--- src/rtl/instr_fetch_unit_if.sv ---
// Purpose: fetch-stage bus bundle between the control/memory side and instr_fetch_unit.
// Signals:
//   i_stall, i_redirect, i_target : pipeline control into the fetch unit
//   i_imem_dout / o_imem_addr     : instruction memory read data / byte address
//   o_instr, o_pc, o_valid        : registered fetch result towards decode
//   o_trap, o_trap_addr           : sticky misaligned-redirect trap and offending target
//   o_fetch_cnt                   : count of delivered valid instructions
// Modports: slave = fetch unit, master = the environment driving it.
interface instr_fetch_unit_if #(
    parameter int unsigned DATA_LEN = 32
);
    logic                i_stall;
    logic                i_redirect;
    logic [DATA_LEN-1:0] i_target;
    logic [DATA_LEN-1:0] i_imem_dout;
    logic [DATA_LEN-1:0] o_imem_addr;
    logic [DATA_LEN-1:0] o_instr;
    logic [DATA_LEN-1:0] o_pc;
    logic                o_valid;
    logic                o_trap;
    logic [DATA_LEN-1:0] o_trap_addr;
    logic [31:0]         o_fetch_cnt;

    modport slave (
        input  i_stall, i_redirect, i_target, i_imem_dout,
        output o_imem_addr, o_instr, o_pc, o_valid, o_trap, o_trap_addr, o_fetch_cnt
    );

    modport master (
        output i_stall, i_redirect, i_target, i_imem_dout,
        input  o_imem_addr, o_instr, o_pc, o_valid, o_trap, o_trap_addr, o_fetch_cnt
    );
endinterface

--- src/rtl/instr_fetch_unit.sv ---
// Purpose: program counter and fetch stage. Drives the instruction memory byte
// address from the PC register and registers the returned word with its PC.
// Handles redirects, stalls, sticky misaligned-target trap and a fetch counter.
// Ports:
//   i_clk  : rising-edge clock
//   i_rst  : asynchronous active-high reset
//   bus    : instr_fetch_unit_if.slave (control in, memory address/data, fetch outputs)
module instr_fetch_unit #(
    parameter logic [31:0] RESET_PC  = 32'h0000_0000,
    parameter logic [31:0] NOP_INSTR = 32'h0000_0013
) (
    input  logic               i_clk,
    input  logic               i_rst,
    instr_fetch_unit_if.slave  bus
);
    localparam int unsigned DATA_LEN = 32;
    localparam int unsigned CNT_LEN  = 32;

    typedef enum logic [1:0] {
        ST_BOOT = 2'd0,
        ST_RUN  = 2'd1,
        ST_TRAP = 2'd2
    } state_t;

    state_t               r_state, w_state_nxt;
    logic [DATA_LEN-1:0]  r_pc, w_pc_nxt;
    logic [DATA_LEN-1:0]  r_instr, w_instr_nxt;
    logic [DATA_LEN-1:0]  r_opc, w_opc_nxt;
    logic                 r_valid, w_valid_nxt;
    logic                 r_trap, w_trap_nxt;
    logic [DATA_LEN-1:0]  r_trap_addr, w_trap_addr_nxt;
    logic [CNT_LEN-1:0]   r_cnt, w_cnt_nxt;
    logic                 w_misaligned;

    assign w_misaligned = (bus.i_target[1:0] != 2'b00);

    // State register
    always_ff @(posedge i_clk or posedge i_rst) begin
        if (i_rst) r_state <= ST_BOOT;
        else       r_state <= w_state_nxt;
    end

    // Datapath registers
    always_ff @(posedge i_clk or posedge i_rst) begin
        if (i_rst) begin
            r_pc        <= RESET_PC;
            r_instr     <= NOP_INSTR;
            r_opc       <= '0;
            r_valid     <= 1'b0;
            r_trap      <= 1'b0;
            r_trap_addr <= '0;
            r_cnt       <= '0;
        end else begin
            r_pc        <= w_pc_nxt;
            r_instr     <= w_instr_nxt;
            r_opc       <= w_opc_nxt;
            r_valid     <= w_valid_nxt;
            r_trap      <= w_trap_nxt;
            r_trap_addr <= w_trap_addr_nxt;
            r_cnt       <= w_cnt_nxt;
        end
    end

    // Next-state and next-register values; redirect beats stall, BOOT never delivers
    always_comb begin
        w_state_nxt     = r_state;
        w_pc_nxt        = r_pc;
        w_instr_nxt     = r_instr;
        w_opc_nxt       = r_opc;
        w_valid_nxt     = r_valid;
        w_trap_nxt      = r_trap;
        w_trap_addr_nxt = r_trap_addr;
        w_cnt_nxt       = r_cnt;

        case (r_state)
            ST_BOOT, ST_RUN: begin
                w_state_nxt = ST_RUN;
                if (bus.i_redirect) begin
                    // in-flight fetch is squashed either way
                    w_valid_nxt = 1'b0;
                    w_instr_nxt = NOP_INSTR;
                    if (w_misaligned) begin
                        w_state_nxt     = ST_TRAP;
                        w_trap_nxt      = 1'b1;
                        w_trap_addr_nxt = bus.i_target;
                    end else begin
                        w_pc_nxt  = bus.i_target;
                        w_opc_nxt = r_pc;
                    end
                end else if ((r_state == ST_RUN) && !bus.i_stall) begin
                    w_instr_nxt = bus.i_imem_dout;
                    w_opc_nxt   = r_pc;
                    w_valid_nxt = 1'b1;
                    w_pc_nxt    = r_pc + DATA_LEN'(4);
                    w_cnt_nxt   = r_cnt + CNT_LEN'(1);
                end
            end
            ST_TRAP: begin
                w_valid_nxt = 1'b0;
                w_instr_nxt = NOP_INSTR;
            end
            default: begin
                w_state_nxt = ST_BOOT;
            end
        endcase
    end

    assign bus.o_imem_addr = r_pc;
    assign bus.o_instr     = r_instr;
    assign bus.o_pc        = r_opc;
    assign bus.o_valid     = r_valid;
    assign bus.o_trap      = r_trap;
    assign bus.o_trap_addr = r_trap_addr;
    assign bus.o_fetch_cnt = r_cnt;
endmodule
--- src/flat_wrapper.sv ---
// flat-port wrapper written by rule: the top's interface ports become plain ports
module instr_fetch_unit_flat 
#(
    parameter logic [31:0] RESET_PC  = 32'h0000_0000,
    parameter logic [31:0] NOP_INSTR = 32'h0000_0013
)
  (i_clk, i_rst, bus_i_stall, bus_i_redirect, bus_i_target, bus_i_imem_dout, bus_o_imem_addr, bus_o_instr, bus_o_pc, bus_o_valid, bus_o_trap, bus_o_trap_addr, bus_o_fetch_cnt);
  instr_fetch_unit_if bus_i ();
  input  logic i_clk;
  input  logic i_rst;
  input wire logic [$bits(bus_i.i_stall)-1:0] bus_i_stall;
  input wire logic [$bits(bus_i.i_redirect)-1:0] bus_i_redirect;
  input wire logic [$bits(bus_i.i_target)-1:0] bus_i_target;
  input wire logic [$bits(bus_i.i_imem_dout)-1:0] bus_i_imem_dout;
  output wire logic [$bits(bus_i.o_imem_addr)-1:0] bus_o_imem_addr;
  output wire logic [$bits(bus_i.o_instr)-1:0] bus_o_instr;
  output wire logic [$bits(bus_i.o_pc)-1:0] bus_o_pc;
  output wire logic [$bits(bus_i.o_valid)-1:0] bus_o_valid;
  output wire logic [$bits(bus_i.o_trap)-1:0] bus_o_trap;
  output wire logic [$bits(bus_i.o_trap_addr)-1:0] bus_o_trap_addr;
  output wire logic [$bits(bus_i.o_fetch_cnt)-1:0] bus_o_fetch_cnt;
  assign bus_i.i_stall = bus_i_stall;
  assign bus_i.i_redirect = bus_i_redirect;
  assign bus_i.i_target = bus_i_target;
  assign bus_i.i_imem_dout = bus_i_imem_dout;
  assign bus_o_imem_addr = bus_i.o_imem_addr;
  assign bus_o_instr = bus_i.o_instr;
  assign bus_o_pc = bus_i.o_pc;
  assign bus_o_valid = bus_i.o_valid;
  assign bus_o_trap = bus_i.o_trap;
  assign bus_o_trap_addr = bus_i.o_trap_addr;
  assign bus_o_fetch_cnt = bus_i.o_fetch_cnt;
  instr_fetch_unit #(.RESET_PC(RESET_PC), .NOP_INSTR(NOP_INSTR)) u_core (.i_clk(i_clk), .i_rst(i_rst), .bus(bus_i));
endmodule
--- config.mk ---
export PLATFORM = sky130hd
export DESIGN_NAME = instr_fetch_unit_flat
export DESIGN_NICKNAME = d
export VERILOG_FILES = /design/src/rtl/instr_fetch_unit_if.sv /design/src/rtl/instr_fetch_unit.sv /design/src/flat_wrapper.sv
export SDC_FILE = /design/constraint.sdc
export NUM_CORES = 1
export LEC_CHECK = 0
export BUFFER_PORTS_ARGS = -buffer_cell sky130_fd_sc_hd__buf_2
export CORE_MARGIN = 3
export CORE_UTILIZATION = 51
export DETAILED_ROUTE_END_ITERATION = 6
export GPL_TIMING_DRIVEN = 0
export HOLD_SLACK_MARGIN = 0.08
export PLACE_DENSITY = 0.8
export SLEW_MARGIN = 20
export SYNTH_ARGS = -nofsm -noshare
export SYNTH_HDL_FRONTEND = slang
export SYNTH_SLANG_ARGS = --single-unit
--- constraint.sdc ---
create_clock -name i_clk -period 6.06 [get_ports i_clk]
set_input_delay 1.212 -clock i_clk [delete_from_list [all_inputs] [get_ports i_clk]]
set_output_delay 1.212 -clock i_clk [all_outputs]
set_load 0.03 [all_outputs]
# Yosys cells after proc, flatten, opt, wreduce, memory -nomap -nowiden
# Cells that the tools add are included.
[totals] ff_bits=164 input_bits=68 out_inout_bits=162 wordCells=41
[classes] n_addsub=2 n_eq_ne=4 muxes=15 n_bitwise=1 reduce_logical=11
[ops] operator="$mux W32" n=8
[ops] operator="$pmux W32 S2" n=1
[ops] operator="$add A32 B1 Y32 const B" n=1
[ops] operator="$add A32 B3 Y32 const B" n=1
[ops] operator="$reduce_and A3 Y1" n=3
[ops] operator="$reduce_bool A2 Y1" n=3
[ops] operator="$mux W2" n=2
[ops] operator="$pmux W2 S2" n=1
[ops] operator="$ne A3 B2 Y1 const B" n=1
[ops] operator="$eq A2 B1 Y1 const B" n=1
[ops] operator="$eq A2 B2 Y1 const B" n=1
[ops] operator="$logic_not A2 Y1" n=1
[ops] operator="$mux W1" n=2
[ops] operator="$ne A2 B2 Y1 const B" n=1
[ops] operator="$pmux W1 S2" n=1
[ops] operator="$reduce_and A2 Y1" n=1
[ops] operator="$reduce_or A2 Y1" n=1
[ops] operator="$logic_and A1 B1 Y1" n=1
[ops] operator="$logic_not A1 Y1" n=1
[ops] operator="$not A1 Y1" n=1

# Longest topological paths before layout
# Gate-level depths: netlist (run 1).
[depth] word_depth=5 depth_mapped=8 mapped_depth_nobuf=5

# Least setup slack after synthesis (run 1)
# OpenSTA, ideal clock, no wires.
[synth_timing] kind="input to register" startpoint="in bus_i_redirect" endpoint="reg u_core.r_cnt[25] (netlist: u_core.bus.o_fetch_cnt[25])" setup_time_ns=0.081 arrival_time_ns=2.889 required_time_ns=5.979 path_slack_ns=3.090 stages=6 path_buffers=2 path_cell_list="or4b_4 > buf_6 > or4_4 > buf_6 > nor3b_2 > xor2_1"
[synth_between] elab_chain_len=2
[synth_rtl] item="from (decl)" line="flat_wrapper.sv:12" text="input wire logic [$bits(bus_i.i_redirect)-1:0] bus_i_redirect;"
[synth_rtl] item="$not A1 Y1 (no line)"
[synth_rtl] item="$reduce_and A3 Y1 (no line)"
[synth_rtl] item="to (signal assigned)" line="instr_fetch_unit.sv:60" text="r_cnt <= w_cnt_nxt;"
[synth_rtl] item="to (decl)" line="instr_fetch_unit.sv:32" text="logic [CNT_LEN-1:0] r_cnt, w_cnt_nxt;"
# No other way between the ends.
# A chain may end at the register's enable or synchronous reset.

# Final worst setup path (run 1)
[layout_timing] startpoint="in bus_i_redirect" endpoint="reg u_core.r_pc[16] (netlist: u_core.bus.o_imem_addr[16])"
[layout_between] elab_chain_len=2 elab_cells_between_ends=4 classes_between="eq/ne (1); mux (1); reduce/logical (2)"
[layout_rtl] item="$ne A2 B2 Y1 (no line) / $reduce_bool A2 Y1 (equally long branches)"
[layout_rtl] item="$reduce_and A3 Y1 (no line)"
[layout_rtl] item="to (signal assigned)" line="instr_fetch_unit.sv:54" text="r_pc <= w_pc_nxt;"
[layout_rtl] item="to (decl)" line="instr_fetch_unit.sv:26" text="logic [DATA_LEN-1:0] r_pc, w_pc_nxt;"
# Several ways; a longest one is shown, not always the timed one.

==> results of run 1 <==
## critical path: cells and delay by family
family / cells / cell delay [ns]
and+or+nand+nor: 1 / 0.93
AOI/OAI and AO/OA: 1 / 0.15
buffers and inverters: 4 / 1.34
## final cells by class
class,count,area [µm²],share of cell area (%)
well taps,180,225,2.40
clock buffers,20,447,4.76
multi-input cells,466,2960,31.6
clock inverters,12,203,2.16
repair buffers,230,1170,12.5
flip-flops and latches,164,4110,43.8
inverters,14,60.1,0.640
plain buffers,47,200,2.13
## how the worst max path moves through the flow
stage,start,end,slack [ns],cells past startpoint
6_report,bus_i_redirect,u_core.bus.o_imem_addr[16],2.68,6
5_1_grt,bus_i_redirect,u_core.bus.o_imem_addr[24],2.55,8
4_1_cts,bus_i_redirect,u_core.bus.o_imem_addr[16],2.76,6
3_5_place_dp,bus_i_redirect,u_core.bus.o_imem_addr[16],2.30,6
3_3_place_gp,i_rst,u_core.bus.o_pc[5],-1.44,2
2_1_floorplan,i_rst,u_core.bus.o_fetch_cnt[0],0.42,1
## stage by stage
step	setup TNS (ns)	power [W]	worst slack (ns)
final	0	0.00458	2.68
after global routing	0	0.00482	2.55
after CTS	0	0.00460	2.76
after detailed placement	0	0.00340	2.30
after global placement	-230.40	0.00337	-1.44
after floorplan	0	0.00284	0.420
## sequential cells by signal, summed over array words and instances, names as in the netlist
name,cells
u_core.r_state,2
u_core.bus.o_pc,32
u_core.bus.o_valid,1
u_core.bus.o_trap_addr,32
u_core.bus.o_trap,1
u_core.bus.o_imem_addr,32
u_core.bus.o_fetch_cnt,32
u_core.bus.o_instr,32
## logic make-up (layout without fill, tap and decap cells)
kind of cell | count (synthesis) | after routing | synth area share, %
AND/OR/NAND/NOR | 283 | 283 | 19.6
flip-flops | 164 | 164 | 56.1
AO/OA/AOI/OAI | 116 | 116 | 11.6
buffers and inverters | 61 | 323 | 3.45
multiplexers | 34 | 34 | 5.20
XOR/XNOR | 31 | 31 | 3.71
adder cells (fa/ha/maj) | 2 | 2 | 0.342
## cell usage in the layout, fill, tap and decap left out, drive strengths merged, types with 3 or more instances in the layout
master / n
and3: 13
clkbuf: 62
nor3: 26
nor3b: 3
nor4: 7
a211oi: 11
xnor2: 13
o311ai: 6
o22ai: 3
and4: 12
nand3b: 5
nor4b: 3
nand3: 31
dfstp: 3
o22a: 3
a22o: 29
nand2: 116
a311oi: 3
buf: 235
or3: 4
mux2: 32
bufinv: 5
a21oi: 13
inv: 15
dfrtp: 161
nand4: 19
nor2: 30
nand2b: 3
and2: 3
xor2: 18
clkinvlp: 4
o21ai: 25
## power groups by stage
stage	Clock (W)	Sequential, W	Combinational [W]
after CTS	0.00120	0.00166	0.00174
after detailed placement	0	0.00168	0.00173
after global placement	0	0.00167	0.00170
final	0.00118	0.00167	0.00173
after floorplan	0	0.00229	0.000550
after global routing	0.00125	0.00172	0.00185
## metal layers
metal / part of all wire [%] / track usage [%] / up-vias
met5: 0 / 0 / -
met4: 2.2 / 9.15 / 0
met3: 8.7 / 6.49 / 52
met2: 46 / 39.8 / 338
met1: 43 / 36.8 / 3182
li1: - / - / 2982
==> summary.md, run 1 <==
| Metric | Value |
|---|---|
| Post-DP HPWL | `14700 µm` |
| GRT overflow | `0` |
| Pleak | `4.64 nW` |
| Post-CTS Repair Setup Buffers | `0` |
| Int Power | `0.00269 W` |
| Nets | `1010` |
| Die H | `126 µm` |
| Setup-failing EPs final | `0` |
| Final Hold Fails | `0` |
| Synth-to-Final Area Change | `28.2%` |
| Antenna Cells | `0` |
| First-pass GRT wire length | `~33000 µm` |
| FFs w/ async S/R, synth | `100%` |
| Switching share of power | `41.4%` |
| Setup CP Type | `in2reg` |
| Htree depth | `4` |
| Worst hold slack | `0.462 ns` |
| Die extent in x | `126 µm` |
| Max-slew violations | `0` |
| Ys Warns | `0` |
| Critical register-to-register path startpoint | `u_core.r_state[1]` |
| WL final | `20800 µm` |
| Syn Area/Cell | `10.6 µm²` |
| Pin count of the biggest net entering global routing | `between 100 and 150` |
| Largest cells by area after synthesis | `dfrtp_1 (55%), nand2_1 (5.9%), mux2_2 (4.9%)` |
| Area leader, netlist | `dfrtp_1` |
| Max Buffers Root-to-Sink | `2` |
| CTS Hold Bufs | `0` |
| Sequential Power Share | `36.4%` |
| RePlAce Congestion | `between 0.9 and 1` |
| Syn_nets | `761` |
| Worst reg-to-reg setup slack | `about 3.3 ns` |
| Normalized max-slew margin | `approximately 29%` |
| Worst IR Drop VDD | `0.362 mV` |
| DP Area | `8730 µm²` |
| # resized after CTS | `0` |
| Startpoint class of the critical path | `input pin` |
| Clock skew | `0.0198 ns` |
| R2R cell count | `5` |
| CTS tree | `done` |
| Vias post-DR | `roughly 6600` |
| Routed vias/inst | `5.78` |
| Slowest cell delay on critical path | `0.93 ns` |
| Post-synthesis cell count | `just under 700` |
| CP Capture Type | `register` |
| Logic pwr share | `37.7%` |
| Final critical-path required period | `3.38 ns` |
| Number of flops mapped to enable cells by yosys | `0` |
| Final core occ | `67.3%` |
| Total GRT Usage | `26.1%` |
| Cell Rows | `43` |
| Synth top cells by count | `dfrtp_1 (161), nand2_1 (116), clkbuf_1 (42), mux2_2 (32), nand3_1 (31)` |
| CP Max Fanout | `10` |
| CP required | `6.32 ns` |
| Initial drt markers | `771` |
| Total core area | `13900 µm²` |
| Reg-to-reg endpoint | `u_core.bus.o_imem_addr[16]` |
| Clock Latency Late Sink | `0.43 ns` |
| Starting Density | `52.5%` |
| CP Cell Sequence | `buf_2 > buf_2 > nor4b_1 > clkbuf_1 > clkbuf_1 > a211oi_1` |
| Pwr/cell area | `489 nW/µm²` |
| CP max stage cell | `nor4b_1` |
| Initial antenna violation count | `0` |
| Period utilization | `55.7%` |
| Synth Register Bits | `164` |
| Port bufs | `229` |
| Worst Hold Path EP | `u_core.bus.o_fetch_cnt[31]` |
| Pin slew with the least headroom to its limit | `1.05 ns` |
| Die Area | `roughly 16000 µm²` |
| Max Freq | `a little under 300 MHz` |
| Synth unique cells | `58` |
| IO Count | `230` |
| Crit path DAT | `3.64 ns` |
| Clock slew at the register clock pins of the worst setup and hold paths | `0.06 ns` |
| RSZ-0062 raised after global routing | `no` |
| # DRC | `0` |
| DR WL/cell | `18.3 µm` |
| Layout cells sized above 1 | `33.1%` |
| Switching power | `0.00190 W` |
| Max-Cap Viols | `0` |
| Clock share of power | `25.8%` |
| Fillcell total | `1103` |
| Top-count cell post-synth | `dfrtp_1` |
| Hold Crit Depth | `1` |
| Routed Antenna Nets | `0` |
| CTS root buffer | `clkbuf_16` |
| Hold Crit Start | `u_core.bus.o_fetch_cnt[31]` |
| Main synth FF type | `dfrtp_1` |
| Sequential area share after synthesis | `56.1%` |
| Post-Layout Cell Count | `1133` |
| Status | `finished clean` |
| Design Area, Final | `9380 µm²` |
| Vias in the first global route | `just over 6000` |
| Mapped Area | `7320 µm²` |
| Dpl cells | `1101` |
| Yosys top cell area share | `55.0%` |
| Clock sinks | `around 160` |
| Type of the tightest min-delay check | `reg2reg` |
| Cts bufs inserted | `17` |
| Initial DRT Pass Iterations | `6` |
(Power assumes the default switching activity.)
==> inputs of run 2 (changes only) <==
Settings changed: CORE_UTILIZATION 51 to 46, PLACE_DENSITY 0.8 to 0.76.
Clock period 6.06 ns to 3.1 ns, I/O delays scaled along.
==> summary.md, run 2 (synthesized netlist as in run 1, its figures left out) <==
| Metric | Value |
|---|---|
| Status | `finished clean` |
| Pwr/cell area | `between 900 and 1000 nW/µm²` |
| CP Max Fanout | `10` |
| Routed vias/inst | `approximately 5.5` |
| Synth-to-Final Area Change | `29.2%` |
| Max-slew violations | `0` |
| Vias in the first global route | `around 6300` |
| Initial antenna violation count | `0` |
| Most common cell after layout, fill and taps aside | `buf_2` |
| Crit path DAT | `3.15 ns` |
| First-pass GRT wire length | `~34000 µm` |
| Final setup margin | `0.311 ns` |
| CP required | `about 3.5 ns` |
| Dpl cells | `between 1000 and 1500` |
| Post-CTS Repair Setup Buffers | `0` |
| Initial DRT Pass Iterations | `7` |
| Die Area | `17500 µm²` |
| Dpl ws | `-0.0621 ns` |
| Initial drt markers | `around 430` |
| Total GRT Usage | `24.5%` |
| Starting Density | `47.6%` |
| Met3 Use GR | `5.76%` |
| Type of the tightest min-delay check | `in2async` |
| Cell Rows | `45` |
| CTS tree | `done` |
| Met1 GRT Util | `34.5%` |
| Switching power | `0.00371 W` |
| Most frequent cells in the layout | `buf_2 (230), dfrtp_1 (161), nand2_1 (116), clkbuf_1 (43), mux2_2 (32)` |
| Antenna Cells | `0` |
| Startpoint class of the critical path | `input pin` |
| Worst IR Drop VDD | `about 0.57 mV` |
| Total core area | `15400 µm²` |
| Normalized max-slew margin | `30.2%` |
| Pin count of the biggest net entering global routing | `34` |
| Final core occ | `61.5%` |
| RSZ-0062 raised after global routing | `no` |
| Clock share of power | `about a quarter` |
| Post-DP HPWL | `~16000 µm` |
| Max Freq | `between 300 and 400 MHz` |
| GRT overflow | `0` |
| Setup CP Type | `in2reg` |
| Clock skew | `0.00793 ns` |
| IO Count | `between 200 and 250` |
| Sequential Power Share | `36.9%` |
| RePlAce Congestion | `0.922` |
| Max-Cap Viols | `0` |
| Pin slew with the least headroom to its limit | `1.03 ns` |
| Layout cells sized above 1 | `33.4%` |
| Fillcell total | `1326` |
| Most used routing layer | `met2` |
| Final Hold Fails | `0` |
| # DRC | `0` |
| Period utilization | `90.0%` |
| Die H | `132 µm` |
| Worst reg-to-reg setup slack | `approximately 0.34 ns` |
| Clock slew at the register clock pins of the worst setup and hold paths | `0.06 ns` |
| Post-Layout Cell Count | `1168` |
| Htree depth | `4` |
| WL final | `21200 µm` |
| Routed Antenna Nets | `0` |
| Routing usage on met2 | `approximately 37%` |
| Clock Latency Late Sink | `0.42 ns` |
| Final critical-path required period | `~2.8 ns` |
| DP Area | `8840 µm²` |
| Switching share of power | `41.9%` |
| Die extent in x | `between 100 and 150 µm` |
| Setup-failing EPs final | `0` |
| Int Power | `just over 0.005 W` |
| Max Buffers Root-to-Sink | `2` |
| DR WL/cell | `18.2 µm` |
| CTS Hold Bufs | `0` |
| Nets | `1014` |
| CP Capture Type | `register` |
| Cts bufs inserted | `17` |
| Design Area, Final | `9460 µm²` |
| Vias post-DR | `6434` |
| # resized after CTS | `0` |
| Port bufs | `between 200 and 250` |
| Pleak | `4.66 nW` |
| CTS root buffer | `clkbuf_16` |
| Logic pwr share | `38.3%` |
| Clock sinks | `roughly 160` |
[run 2: cell types whose count changed in the layout (fill, tap and decap cells not counted), sizes merged]
cell      before  now
inv           15   14
buf          235  239
clkinvlp       4    3
bufinv         5    3
clkinv         2    5
clkbuf        62   63
[run 2: power groups by stage]
stage / logic [W] / clock network (W) / registers [W]
floorplan: 0.00108 / 0 / 0.00447
global placement: 0.00334 / 0 / 0.00327
detailed placement: 0.00341 / 0 / 0.00329
CTS: 0.00342 / 0.00223 / 0.00326
global route: 0.00364 / 0.00232 / 0.00337
finish: 0.00339 / 0.00220 / 0.00327
[run 2: worst paths after layout]
check                                             to  depth (start not counted)                 from
max                           u_core.bus.o_instr[27]                          6       bus_i_redirect
min                        u_core.bus.o_fetch_cnt[6]                          2                i_rst
max reg2reg                   u_core.bus.o_instr[27]                          5    u_core.r_state[1]
min reg2reg                      u_core.bus.o_pc[25]                          2  u_core.bus.o_pc[25]
max in group asynchronous      u_core.bus.o_instr[0]                          4                i_rst
min in group i_clk            u_core.bus.o_instr[26]                          2  bus_i_imem_dout[26]
[run 2: area by class of cell]
type | count | area, µm² | area share (%)
buffer | 47 | 200 | 2.12
clock buffer | 21 | 470 | 4.97
clock inverter | 11 | 150 | 1.59
inverter | 14 | 56.3 | 0.595
multi-input combinational | 466 | 2960 | 31.3
sequential | 164 | 4110 | 43.4
tap | 211 | 264 | 2.79
timing repair buffer | 234 | 1250 | 13.2
[run 2: critical path, cell delays in order]
cell and delay (ns):
buf_2 0.11, buf_2 0.18, nor4b_1 0.91, clkbuf_1 0.49, clkbuf_1 0.58, a22o_1 0.24
[run 2: metrics by stage]
stage	setup TNS, ns	power [W]	hold WS [ns]
after floorplan	0	0.00555	0.553
after global placement	-100.99	0.00662	0.451
after detailed placement	-0.471	0.00669	0.457
after CTS	0	0.00891	0.209
after global routing	0	0.00934	0.223
final	0	0.00886	0.219
[run 2: routing by layer]
metal	routed length [µm]	up-vias
li1	-	2991
met2	9710	292
met1	9380	3116
met4	533	0
met5	0	-
met3	1600	35
